<file path="src/rtl/rv_ctrl_pkg.sv">
// Shared constants for the RV32I multi-cycle control sequencer:
// opcodes, FSM states, datapath select encodings and the decoded control bundle.
package rv_ctrl_pkg;

   localparam logic [6:0] OP_R      = 7'b0110011;
   localparam logic [6:0] OP_IMM    = 7'b0010011;
   localparam logic [6:0] OP_LOAD   = 7'b0000011;
   localparam logic [6:0] OP_STORE  = 7'b0100011;
   localparam logic [6:0] OP_BRANCH = 7'b1100011;
   localparam logic [6:0] OP_JAL    = 7'b1101111;
   localparam logic [6:0] OP_JALR   = 7'b1100111;
   localparam logic [6:0] OP_LUI    = 7'b0110111;
   localparam logic [6:0] OP_AUIPC  = 7'b0010111;

   localparam logic [2:0] S_IDLE   = 3'd0;
   localparam logic [2:0] S_FETCH  = 3'd1;
   localparam logic [2:0] S_DECODE = 3'd2;
   localparam logic [2:0] S_EXEC   = 3'd3;
   localparam logic [2:0] S_MEM    = 3'd4;
   localparam logic [2:0] S_WB     = 3'd5;
   localparam logic [2:0] S_TRAP   = 3'd6;

   localparam logic [1:0] PC_PLUS4 = 2'd0;
   localparam logic [1:0] PC_IMM   = 2'd1;
   localparam logic [1:0] PC_ALU   = 2'd2;

   localparam logic [1:0] WB_ALU = 2'd0;
   localparam logic [1:0] WB_MEM = 2'd1;
   localparam logic [1:0] WB_PC4 = 2'd2;

   localparam logic [1:0] A_RS1  = 2'd0;
   localparam logic [1:0] A_PC   = 2'd1;
   localparam logic [1:0] A_ZERO = 2'd2;

   localparam logic [1:0] B_RS2  = 2'd0;
   localparam logic [1:0] B_IMM  = 2'd1;
   localparam logic [1:0] B_FOUR = 2'd2;

   localparam logic [2:0] IMM_I = 3'd0;
   localparam logic [2:0] IMM_S = 3'd1;
   localparam logic [2:0] IMM_B = 3'd2;
   localparam logic [2:0] IMM_U = 3'd3;
   localparam logic [2:0] IMM_J = 3'd4;

   localparam logic [3:0] ALU_ADD = 4'b0000;

   typedef struct packed {
      logic [1:0] alu_src_a;
      logic [1:0] alu_src_b;
      logic [3:0] alu_op;
      logic [2:0] imm_sel;
      logic [1:0] wb_sel;
      logic [1:0] wb_pc_src;
      logic       is_load;
      logic       is_store;
      logic       is_branch;
   } ctrl_t;

endpackage

</file>
<file path="src/rtl/rv_ctrl_decode.sv">
// Combinational opcode/funct decode into the per-instruction control bundle.
module rv_ctrl_decode
   import rv_ctrl_pkg::*;
(
   input  logic [6:0] opcode,
   input  logic [2:0] funct3,
   input  logic       funct7_5,
   output ctrl_t      ctrl,
   output logic       illegal_op
);

   always_comb begin
      ctrl           = '0;
      ctrl.alu_src_a = A_RS1;
      ctrl.alu_src_b = B_IMM;
      ctrl.alu_op    = ALU_ADD;
      ctrl.imm_sel   = IMM_I;
      ctrl.wb_sel    = WB_ALU;
      ctrl.wb_pc_src = PC_PLUS4;
      illegal_op     = 1'b0;
      case (opcode)
         OP_R: begin
            ctrl.alu_src_b = B_RS2;
            ctrl.alu_op    = {funct7_5, funct3};
         end
         // funct7[5] only selects SRA vs SRL among the immediate forms
         OP_IMM:   ctrl.alu_op = {(funct3 == 3'b101) & funct7_5, funct3};
         OP_LOAD: begin
            ctrl.is_load = 1'b1;
            ctrl.wb_sel  = WB_MEM;
         end
         OP_STORE: begin
            ctrl.is_store = 1'b1;
            ctrl.imm_sel  = IMM_S;
         end
         OP_BRANCH: begin
            ctrl.is_branch = 1'b1;
            ctrl.alu_src_b = B_RS2;
            ctrl.alu_op    = {1'b1, funct3};
            ctrl.imm_sel   = IMM_B;
         end
         OP_JAL: begin
            ctrl.alu_src_a = A_PC;
            ctrl.alu_src_b = B_FOUR;
            ctrl.imm_sel   = IMM_J;
            ctrl.wb_sel    = WB_PC4;
            ctrl.wb_pc_src = PC_IMM;
         end
         OP_JALR: begin
            ctrl.wb_sel    = WB_PC4;
            ctrl.wb_pc_src = PC_ALU;
         end
         OP_LUI: begin
            ctrl.alu_src_a = A_ZERO;
            ctrl.imm_sel   = IMM_U;
         end
         OP_AUIPC: begin
            ctrl.alu_src_a = A_PC;
            ctrl.imm_sel   = IMM_U;
         end
         default:  illegal_op = 1'b1;
      endcase
   end

endmodule

</file>
<file path="src/rtl/rv_multicycle_ctrl.sv">
// Multi-cycle FETCH/DECODE/EXEC/MEM/WB sequencer with sticky illegal-opcode
// and memory-timeout traps.
module rv_multicycle_ctrl
   import rv_ctrl_pkg::*;
#(
   parameter int TIMEOUT_CYCLES = 16
) (
   input  logic        clk,
   input  logic        rst_n,
   input  logic        start,
   input  logic        stop,
   input  logic [31:0] instr,
   input  logic        mem_ready,
   input  logic        take_branch,
   output logic        ir_wr,
   output logic        pc_wr,
   output logic [1:0]  pc_src,
   output logic        reg_rd,
   output logic        reg_wr,
   output logic [1:0]  wb_sel,
   output logic [1:0]  alu_src_a,
   output logic [1:0]  alu_src_b,
   output logic [3:0]  alu_op,
   output logic [2:0]  imm_sel,
   output logic        mem_req,
   output logic        mem_we,
   output logic        mem_addr_sel,
   output logic        busy,
   output logic        illegal,
   output logic        timeout
);

   localparam int CNT_W = $clog2(TIMEOUT_CYCLES + 1);

   logic [2:0]       state_reg, state_next;
   logic [CNT_W-1:0] wait_cnt_reg, wait_cnt_next, wait_cnt_inc;
   logic             illegal_reg, illegal_next;
   logic             timeout_reg, timeout_next;
   logic             wait_expired;
   logic [2:0]       boundary_state;
   ctrl_t            ctrl;
   logic             illegal_op;
   logic             unused_instr_bits;

   assign unused_instr_bits = ^{instr[31], instr[29:15]};

   rv_ctrl_decode u_decode (
      .opcode     (instr[6:0]),
      .funct3     (instr[14:12]),
      .funct7_5   (instr[30]),
      .ctrl       (ctrl),
      .illegal_op (illegal_op)
   );

   assign wait_cnt_inc   = wait_cnt_reg + CNT_W'(1);
   assign wait_expired   = (wait_cnt_inc == CNT_W'(TIMEOUT_CYCLES));
   assign boundary_state = stop ? S_IDLE : S_FETCH;

   always_comb begin
      state_next    = state_reg;
      wait_cnt_next = wait_cnt_reg;
      illegal_next  = illegal_reg;
      timeout_next  = timeout_reg;
      case (state_reg)
         S_IDLE:   if (start) state_next = S_FETCH;
         S_FETCH: begin
            if (mem_ready)         state_next = S_DECODE;
            else if (wait_expired) begin
               state_next   = S_TRAP;
               timeout_next = 1'b1;
            end else               wait_cnt_next = wait_cnt_inc;
         end
         S_DECODE: begin
            if (illegal_op) begin
               state_next   = S_TRAP;
               illegal_next = 1'b1;
            end else state_next = S_EXEC;
         end
         S_EXEC: begin
            if (ctrl.is_branch)                    state_next = boundary_state;
            else if (ctrl.is_load | ctrl.is_store) state_next = S_MEM;
            else                                   state_next = S_WB;
         end
         S_MEM: begin
            if (mem_ready)         state_next = ctrl.is_store ? boundary_state : S_WB;
            else if (wait_expired) begin
               state_next   = S_TRAP;
               timeout_next = 1'b1;
            end else               wait_cnt_next = wait_cnt_inc;
         end
         S_WB:     state_next = boundary_state;
         S_TRAP:   state_next = S_TRAP;
         default:  state_next = S_IDLE;
      endcase
      // Each memory wait phase gets a fresh budget
      if ((state_next == S_FETCH && state_reg != S_FETCH) ||
          (state_next == S_MEM && state_reg != S_MEM))
         wait_cnt_next = '0;
   end

   always_ff @(posedge clk or negedge rst_n) begin
      if (!rst_n) begin
         state_reg    <= S_IDLE;
         wait_cnt_reg <= '0;
         illegal_reg  <= 1'b0;
         timeout_reg  <= 1'b0;
      end else begin
         state_reg    <= state_next;
         wait_cnt_reg <= wait_cnt_next;
         illegal_reg  <= illegal_next;
         timeout_reg  <= timeout_next;
      end
   end

   always_comb begin
      ir_wr        = 1'b0;
      pc_wr        = 1'b0;
      pc_src       = PC_PLUS4;
      reg_rd       = 1'b0;
      reg_wr       = 1'b0;
      wb_sel       = WB_ALU;
      alu_src_a    = A_RS1;
      alu_src_b    = B_RS2;
      alu_op       = ALU_ADD;
      imm_sel      = IMM_I;
      mem_req      = 1'b0;
      mem_we       = 1'b0;
      mem_addr_sel = 1'b0;
      case (state_reg)
         S_FETCH: begin
            mem_req = 1'b1;
            ir_wr   = mem_ready;
         end
         S_DECODE: reg_rd = 1'b1;
         S_EXEC: begin
            alu_src_a = ctrl.alu_src_a;
            alu_src_b = ctrl.alu_src_b;
            alu_op    = ctrl.alu_op;
            imm_sel   = ctrl.imm_sel;
            if (ctrl.is_branch) begin
               pc_wr  = 1'b1;
               pc_src = take_branch ? PC_IMM : PC_PLUS4;
            end
         end
         S_MEM: begin
            mem_req      = 1'b1;
            mem_addr_sel = 1'b1;
            mem_we       = ctrl.is_store;
            pc_wr        = ctrl.is_store & mem_ready;
         end
         S_WB: begin
            // x0 is not write-protected in the register file
            reg_wr  = |instr[11:7];
            wb_sel  = ctrl.wb_sel;
            pc_wr   = 1'b1;
            pc_src  = ctrl.wb_pc_src;
            imm_sel = ctrl.imm_sel;
         end
         default: ;
      endcase
   end

   assign busy    = (state_reg != S_IDLE) && (state_reg != S_TRAP);
   assign illegal = illegal_reg;
   assign timeout = timeout_reg;

endmodule

</file>
<file path="config.mk">
export PLATFORM = sky130hd
export DESIGN_NAME = rv_multicycle_ctrl
export DESIGN_NICKNAME = d
export VERILOG_FILES = /design/src/rtl/rv_ctrl_pkg.sv /design/src/rtl/rv_ctrl_decode.sv /design/src/rtl/rv_multicycle_ctrl.sv
export SDC_FILE = /design/constraint.sdc
export NUM_CORES = 1
export LEC_CHECK = 0
export CAP_MARGIN = 0
export CORE_MARGIN = 2
export CORE_UTILIZATION = 36
export CTS_CLUSTER_DIAMETER = 200
export DETAILED_ROUTE_END_ITERATION = 12
export HOLD_SLACK_MARGIN = 0.02
export MAX_ROUTING_LAYER = met4
export PLACE_DENSITY = 0.81
export SLEW_MARGIN = 20
export SYNTH_ARGS = -nofsm -noshare
export SYNTH_HDL_FRONTEND = slang
export SYNTH_HIERARCHICAL = 1
export SYNTH_SLANG_ARGS = --single-unit
</file>
<file path="constraint.sdc">
create_clock -name clk -period 1.9 [get_ports clk]
set_clock_uncertainty 0.05 [all_clocks]
set_input_delay 0.38 -clock clk [delete_from_list [all_inputs] [get_ports clk]]
set_output_delay 0.38 -clock clk [all_outputs]
set_load 0.02 [all_outputs]
</file>
# [After elaboration in Yosys (flattened, before gate mapping)]
# Cells that the tools add are included.
[totals] regBits=10 input_bits=38 output_inout_bits=25 word_cells=91
[op_classes] addsub=1 eq_ne=24 mux=39 bitwise=5 n_reduce_logical=18
[ops] operator="$mux 3" n=8
[ops] operator="$eq 7x6->1 const B" n=3
[ops] operator="$eq 7x7->1 const B" n=3
[ops] operator="$pmux 3 s7" n=1
[ops] operator="$mux 5" n=4
[ops] operator="$pmux 2 s2" n=5
[ops] operator="$eq 3x3->1 const B" n=5
[ops] operator="$eq 7x5->1 const B" n=2
[ops] operator="$mux 1" n=14
[ops] operator="$pmux 3 s4" n=1
[ops] operator="$pmux 4 s3" n=1
[ops] operator="$reduce_or 2->1" n=6
[ops] operator="$reduce_or 9->1" n=1
[ops] operator="$eq 7x2->1 const B" n=1
[ops] operator="$eq 3x1->1 const B" n=2
[ops] operator="$eq 3x2->1 const B" n=2
[ops] operator="$mux 2" n=3
[ops] operator="$ne 3x3->1 const B" n=2
[ops] operator="$reduce_and 3->1" n=2
[ops] operator="$add 5x1->5 const B" n=1
[ops] operator="$eq 5x5->1 const B" n=1
[ops] operator="$reduce_or 5->1" n=1
[ops] operator="$mux 4" n=1
[ops] operator="$ne 2x1->1 const B" n=2
[ops] operator="11 further kinds" n=15

# [Longest topological paths before layout]
[depth] word_depth=11 depth_mapped=10 depth_no_buf=9

# [By module]
# The synthesis kept the hierarchy.
[modules_own_cells] mod="rv_multicycle_ctrl" n_inst=1 cells_each=104 area_per_inst_um2=937.1 seq_area_each_um2=250.2
[modules_own_cells] mod="rv_ctrl_decode" n_inst=1 cells_each=47 area_per_inst_um2=316.6 seq_area_each_um2=0.0

# [Worst setup path before layout]
# Ideal clock, no wire load.
[synth_path] path_kind="input -> register" from="in instr[4]" to="reg wait_cnt_reg[0]" setup_time_ns=0.138 t_arrival_ns=2.078 t_required_ns=1.712 setup_slack_ns=-0.366 path_stages=8 n_path_buf=1 path_cell_list="buf_4 -> nand2b_1 -> a211oi_1 -> o311ai_2 -> o311ai_1 -> o31ai_4 -> nor4_4 -> nor3_2"
[synth_between] elab_cells_between_ends=30 cone_classes="eq/ne: 13; mux: 10; bitwise: 1; reduce/logical: 6"
[synth_lines] element="start, declared" line_no="rv_multicycle_ctrl.sv:12" text="input logic [31:0] instr,"
[synth_lines] element="$eq 7x6->1" line_no="rv_ctrl_decode.sv:21" text="case (opcode)"
[synth_lines] element="$mux 1" line_no="rv_ctrl_decode.sv:21"
[synth_lines] element="$mux 3 (2 in series)" line_no="rv_multicycle_ctrl.sv:85" text="if (mem_ready) state_next = ctrl.is_store ? boundary_state : S_WB;"
[synth_lines] element="$pmux 3 s7 (*)" line_no="rv_multicycle_ctrl.sv:64" text="case (state_reg)"
[synth_lines] element="via state_next[2]" line_no="rv_multicycle_ctrl.sv:35" text="logic [2:0] state_reg, state_next;"
[synth_lines] element="$eq 3x1->1 / $eq 3x3->1 (equally long branches)" line_no="rv_multicycle_ctrl.sv:96, rv_multicycle_ctrl.sv:97"
[synth_lines] element="$logic_and 1x1->1, on equally long branches" line_no="rv_multicycle_ctrl.sv:96, rv_multicycle_ctrl.sv:97"
[synth_lines] element="$logic_or 1x1->1 (*)" line_no="rv_multicycle_ctrl.sv:96" text="if ((state_next == S_FETCH && state_reg != S_FETCH) ||"
[synth_lines] element="$ne 2x1->1 (no source line) / $reduce_bool 2->1 (equally long branches)"
[synth_lines] element="$reduce_and 3->1 (no source line)"
[synth_lines] element="end signal, assigned" line_no="rv_multicycle_ctrl.sv:109" text="wait_cnt_reg <= wait_cnt_next;"
[synth_lines] element="end, declared" line_no="rv_multicycle_ctrl.sv:36" text="logic [CNT_W-1:0] wait_cnt_reg, wait_cnt_next, wait_cnt_inc;"
# The timed path passes the listed nets; every way through them passes the cells marked *.
# A chain may end at the register's enable or synchronous reset.

# [Worst setup path in the final report]
[layout_path] from="in instr[5]" to="reg wait_cnt_reg[3]"
[layout_between] elab_chain_cells=11 elab_cells_between_ends=30 cone_classes="eq/ne: 13; mux: 10; bitwise: 1; reduce/logical: 6"
[layout_lines] element="$eq 7x2->1 / $eq 7x6->1 (equally long branches)" line_no="rv_ctrl_decode.sv:21"
[layout_lines] element="$mux 1" line_no="rv_ctrl_decode.sv:21"
[layout_lines] element="$or 1x1->1" line_no="rv_multicycle_ctrl.sv:81" text="else if (ctrl.is_load | ctrl.is_store) state_next = S_MEM;"
[layout_lines] element="$mux 1" line_no="rv_multicycle_ctrl.sv:81"
[layout_lines] element="$mux 3" line_no="rv_multicycle_ctrl.sv:80" text="if (ctrl.is_branch) state_next = boundary_state;"
[layout_lines] element="$pmux 3 s7 (*)" line_no="rv_multicycle_ctrl.sv:64"
[layout_lines] element="$eq 3x1->1 / $eq 3x3->1 (equally long branches)" line_no="rv_multicycle_ctrl.sv:96, rv_multicycle_ctrl.sv:97"
[layout_lines] element="$logic_and 1x1->1, on equally long branches" line_no="rv_multicycle_ctrl.sv:96, rv_multicycle_ctrl.sv:97"
[layout_lines] element="$logic_or 1x1->1 (*)" line_no="rv_multicycle_ctrl.sv:96"
[layout_lines] element="$ne 2x1->1 (no source line) / $reduce_bool 2->1 (equally long branches)"
[layout_lines] element="$reduce_and 3->1 (no source line)"
# Every way passes the cells marked *; elsewhere a longest branch is shown, timed or not.

==> results.md <==
- Synthesized area: 1254 µm²
- Leak: 1.116 nW
- Max Root-Sink Buffers: 2
- Async SR Flop Fraction: 100.0%
- Share of the yosys chip area belonging to registers: 19.96%
- Area of the multi-input gates: 1189 µm²
- Via/cell ratio: 5.526
- Final Setup Violations: 15
- Post-DRT Antenna Nets: 0
- GRT Overall Usage: 23.31%
- Die Y: 63.01 µm
- Slew of the pin with the lowest slew margin: 0.4444 ns
- Worst path required time: 1.99 ns
- Hold-fix buffers at CTS: 0
- Outcome: complete, but fails checks
- Die W: 63.01 µm
- Clock root cell: clkbuf_4
- Ports: 63
- Die ar.: 3970 µm²
- DR vias: 1680
- Starting Density: 37.57%
- First-pass GRT wire length: 7.265 mm
- Max-slew violations: 0
- # rows: 21
- Final instance area: 2542 µm²
- Failing checks: negative setup slack
- Post-synth EDFFs: 0
- CTS tree: done
- Hold Crit Class: in -> async
- CTS HTree Levels: 1
- Commonest non-fill, non-tap cell in the layout: buf_4
- Layout cells sized above 1: 65.12%
- Core Area: 3337 µm²
- Fillers: 213
- Worst r2r src: state_reg[2]
- Antenna violations before repair: 0
- Routed length per instance: 18.38 µm
- Final Hold Viols: 0
- Peak supply drop: 0.8449 mV
- Global placement routability congestion: 0.9602
- Vias in the first global route: 1552
- Flip-flop and latch area: 250.2 µm²
- Final worst slack: -0.2759 ns
- Clock sink total: 10
- Worst-path clk slew: 0.07 ns
- Worst path arrival time: 2.27 ns
- DR iter-0 viols: 99
- Worst hold margin: 0.3777 ns
- Max capacitance violation total: 0
- CTS Buf Count: 3
- Largest net degree at the start of global routing: 14
- Syn Area/Cell: 8.303 µm²
- Kind of critical path: in -> reg
- DR DRC count: 0
- Critical Path Start Type: primary input
- Final HPWL DP: 3.055 mm
- Post-layout min period: 2.176 ns
- Period utilization: 114.5%
- Worst R2R Path Depth: 8
- Peak Freq: 0.4596 GHz
- GRT overflow: 0
- Synth unique cells: 52
- Post-Synthesis Cells: 151
- R2r endpoint: wait_cnt_reg[3]
- Cell Area, Placed: 2083 µm²
- CP Capture Type: flop
- Quantity of I/O buffers inserted on ports: 46
- RSZ-0062 raised after global routing: true
- PwrDens: 933.8 nW/µm²
- Area growth syn-to-layout: 102.8%
- Largest fanout on the critical path: 5
- Ant. Diodes: 0
- Tot Pwr: 2.374 mW
- Syn nets: 190
- Slew HR: 70.28%
- Reg-to-reg slack, setup: -0.13 ns
- Max reg flops: 5
- Worst skew pair latency: 0.26 ns
- Layout Nets: 298
- Utilization after layout: 76.19%
- Yosys warns: 6
- Ys flop type: dfrtp_1
- Commonest non-fill, non-tap cells in the layout: buf_4, buf_6, and2_4
- Drt total wl: 5.587 mm
- Flops & latches, synth: 10
- DRT Pass-1 Iters: 4
[Yosys cell counts (all sizes together), types with 3 or more instances]
cell	count	area [µm²]
nand3	6	30.03
o311ai	3	33.79
dfrtp	10	250.2
nor2b	3	18.77
nor3	11	80.08
buf	8	50.04
a21oi	6	30.03
clkbuf	3	11.26
nor4	5	46.29
and2	20	127.6
nor2	11	41.29
nand2	11	41.29
o21ai	5	36.29
nand2b	3	18.77
and3b	3	26.28
xnor2	3	26.28
and3	5	31.28
[routing by layer]
layer | share of wire [%] | up-vias | GRT usage (%)
met1 | 39 | 801 | 27.62
met2 | 51 | 86 | 39.89
met5 | 0 | - | -
met4 | 4.5 | 0 | 8.056
met3 | 5.1 | 28 | 3.784
li1 | - | 765 | -
[how the worst max path moves through the flow]
stage	start	endpoint	slack [ns]	cells after the start
finish	instr[5]	wait_cnt_reg[3]	-0.28	12
global route	instr[5]	wait_cnt_reg[2]	-0.34	12
CTS	instr[6]	wait_cnt_reg[1]	-0.20	11
detailed placement	instr[6]	alu_op[2]	-0.86	6
global placement	instr[6]	alu_op[0]	-0.81	6
floorplan	instr[5]	wait_cnt_reg[0]	-0.16	10
[layout make-up]
type	count	share of cell area [%]
repair buffers	114	39.42
clock buffers	4	1.427
multi-input cells	128	46.75
flip-flops and latches	10	9.843
well taps	46	2.264
inverters	2	0.2953
[through the flow]
step	setup WS, ns	std cells	TNS (ns)
after floorplan	-0.1566	151	-0.7752
after detailed placement	-0.8602	275	-18.92
final	-0.2759	304	-1.963
after global routing	-0.3388	304	-2.984
after global placement	-0.8055	275	-18.11
after CTS	-0.1992	295	-1.419
[critical path, cell delays in order]
cell and delay, ns:
buf_6 0.09, buf_6 0.11, and3b_2 0.20, and2_4 0.15, o311ai_4 0.25, nand2_1 0.09
o211ai_1 0.16, o311ai_4 0.18, buf_4 0.17, a21oi_2 0.12, and4bb_4 0.32, nor3_2 0.05
[repair_timing]
action,in CTS,in global routing
gates cloned,0,1
gates resized for setup,153,72
pin swaps,20,31
setup buffers,19,12
endpoints found under the setup margin,30,29
[logic make-up (layout without fill, tap and decap cells)]
| family | count (synthesis) | in the layout | synth area share (%) |
|---|---|---|---|
| compound gates | 32 | 32 | 23.15 |
| fa+ha+maj | 1 | 1 | 0.9978 |
| buf+inv | 13 | 120 | 5.489 |
| xor+xnor | 5 | 5 | 3.494 |
| mux | 2 | 2 | 1.597 |
| flops | 10 | 10 | 19.96 |
| simple gates | 88 | 88 | 45.31 |
[power by group]
| group | switching (mW) | total, mW | internal, mW |
|---|---|---|---|
| registers | 0.0618 | 0.329 | 0.268 |
| logic | 0.933 | 1.86 | 0.924 |
| clock network | 0.0722 | 0.188 | 0.116 |
Power figures use the tool's default switching activity.
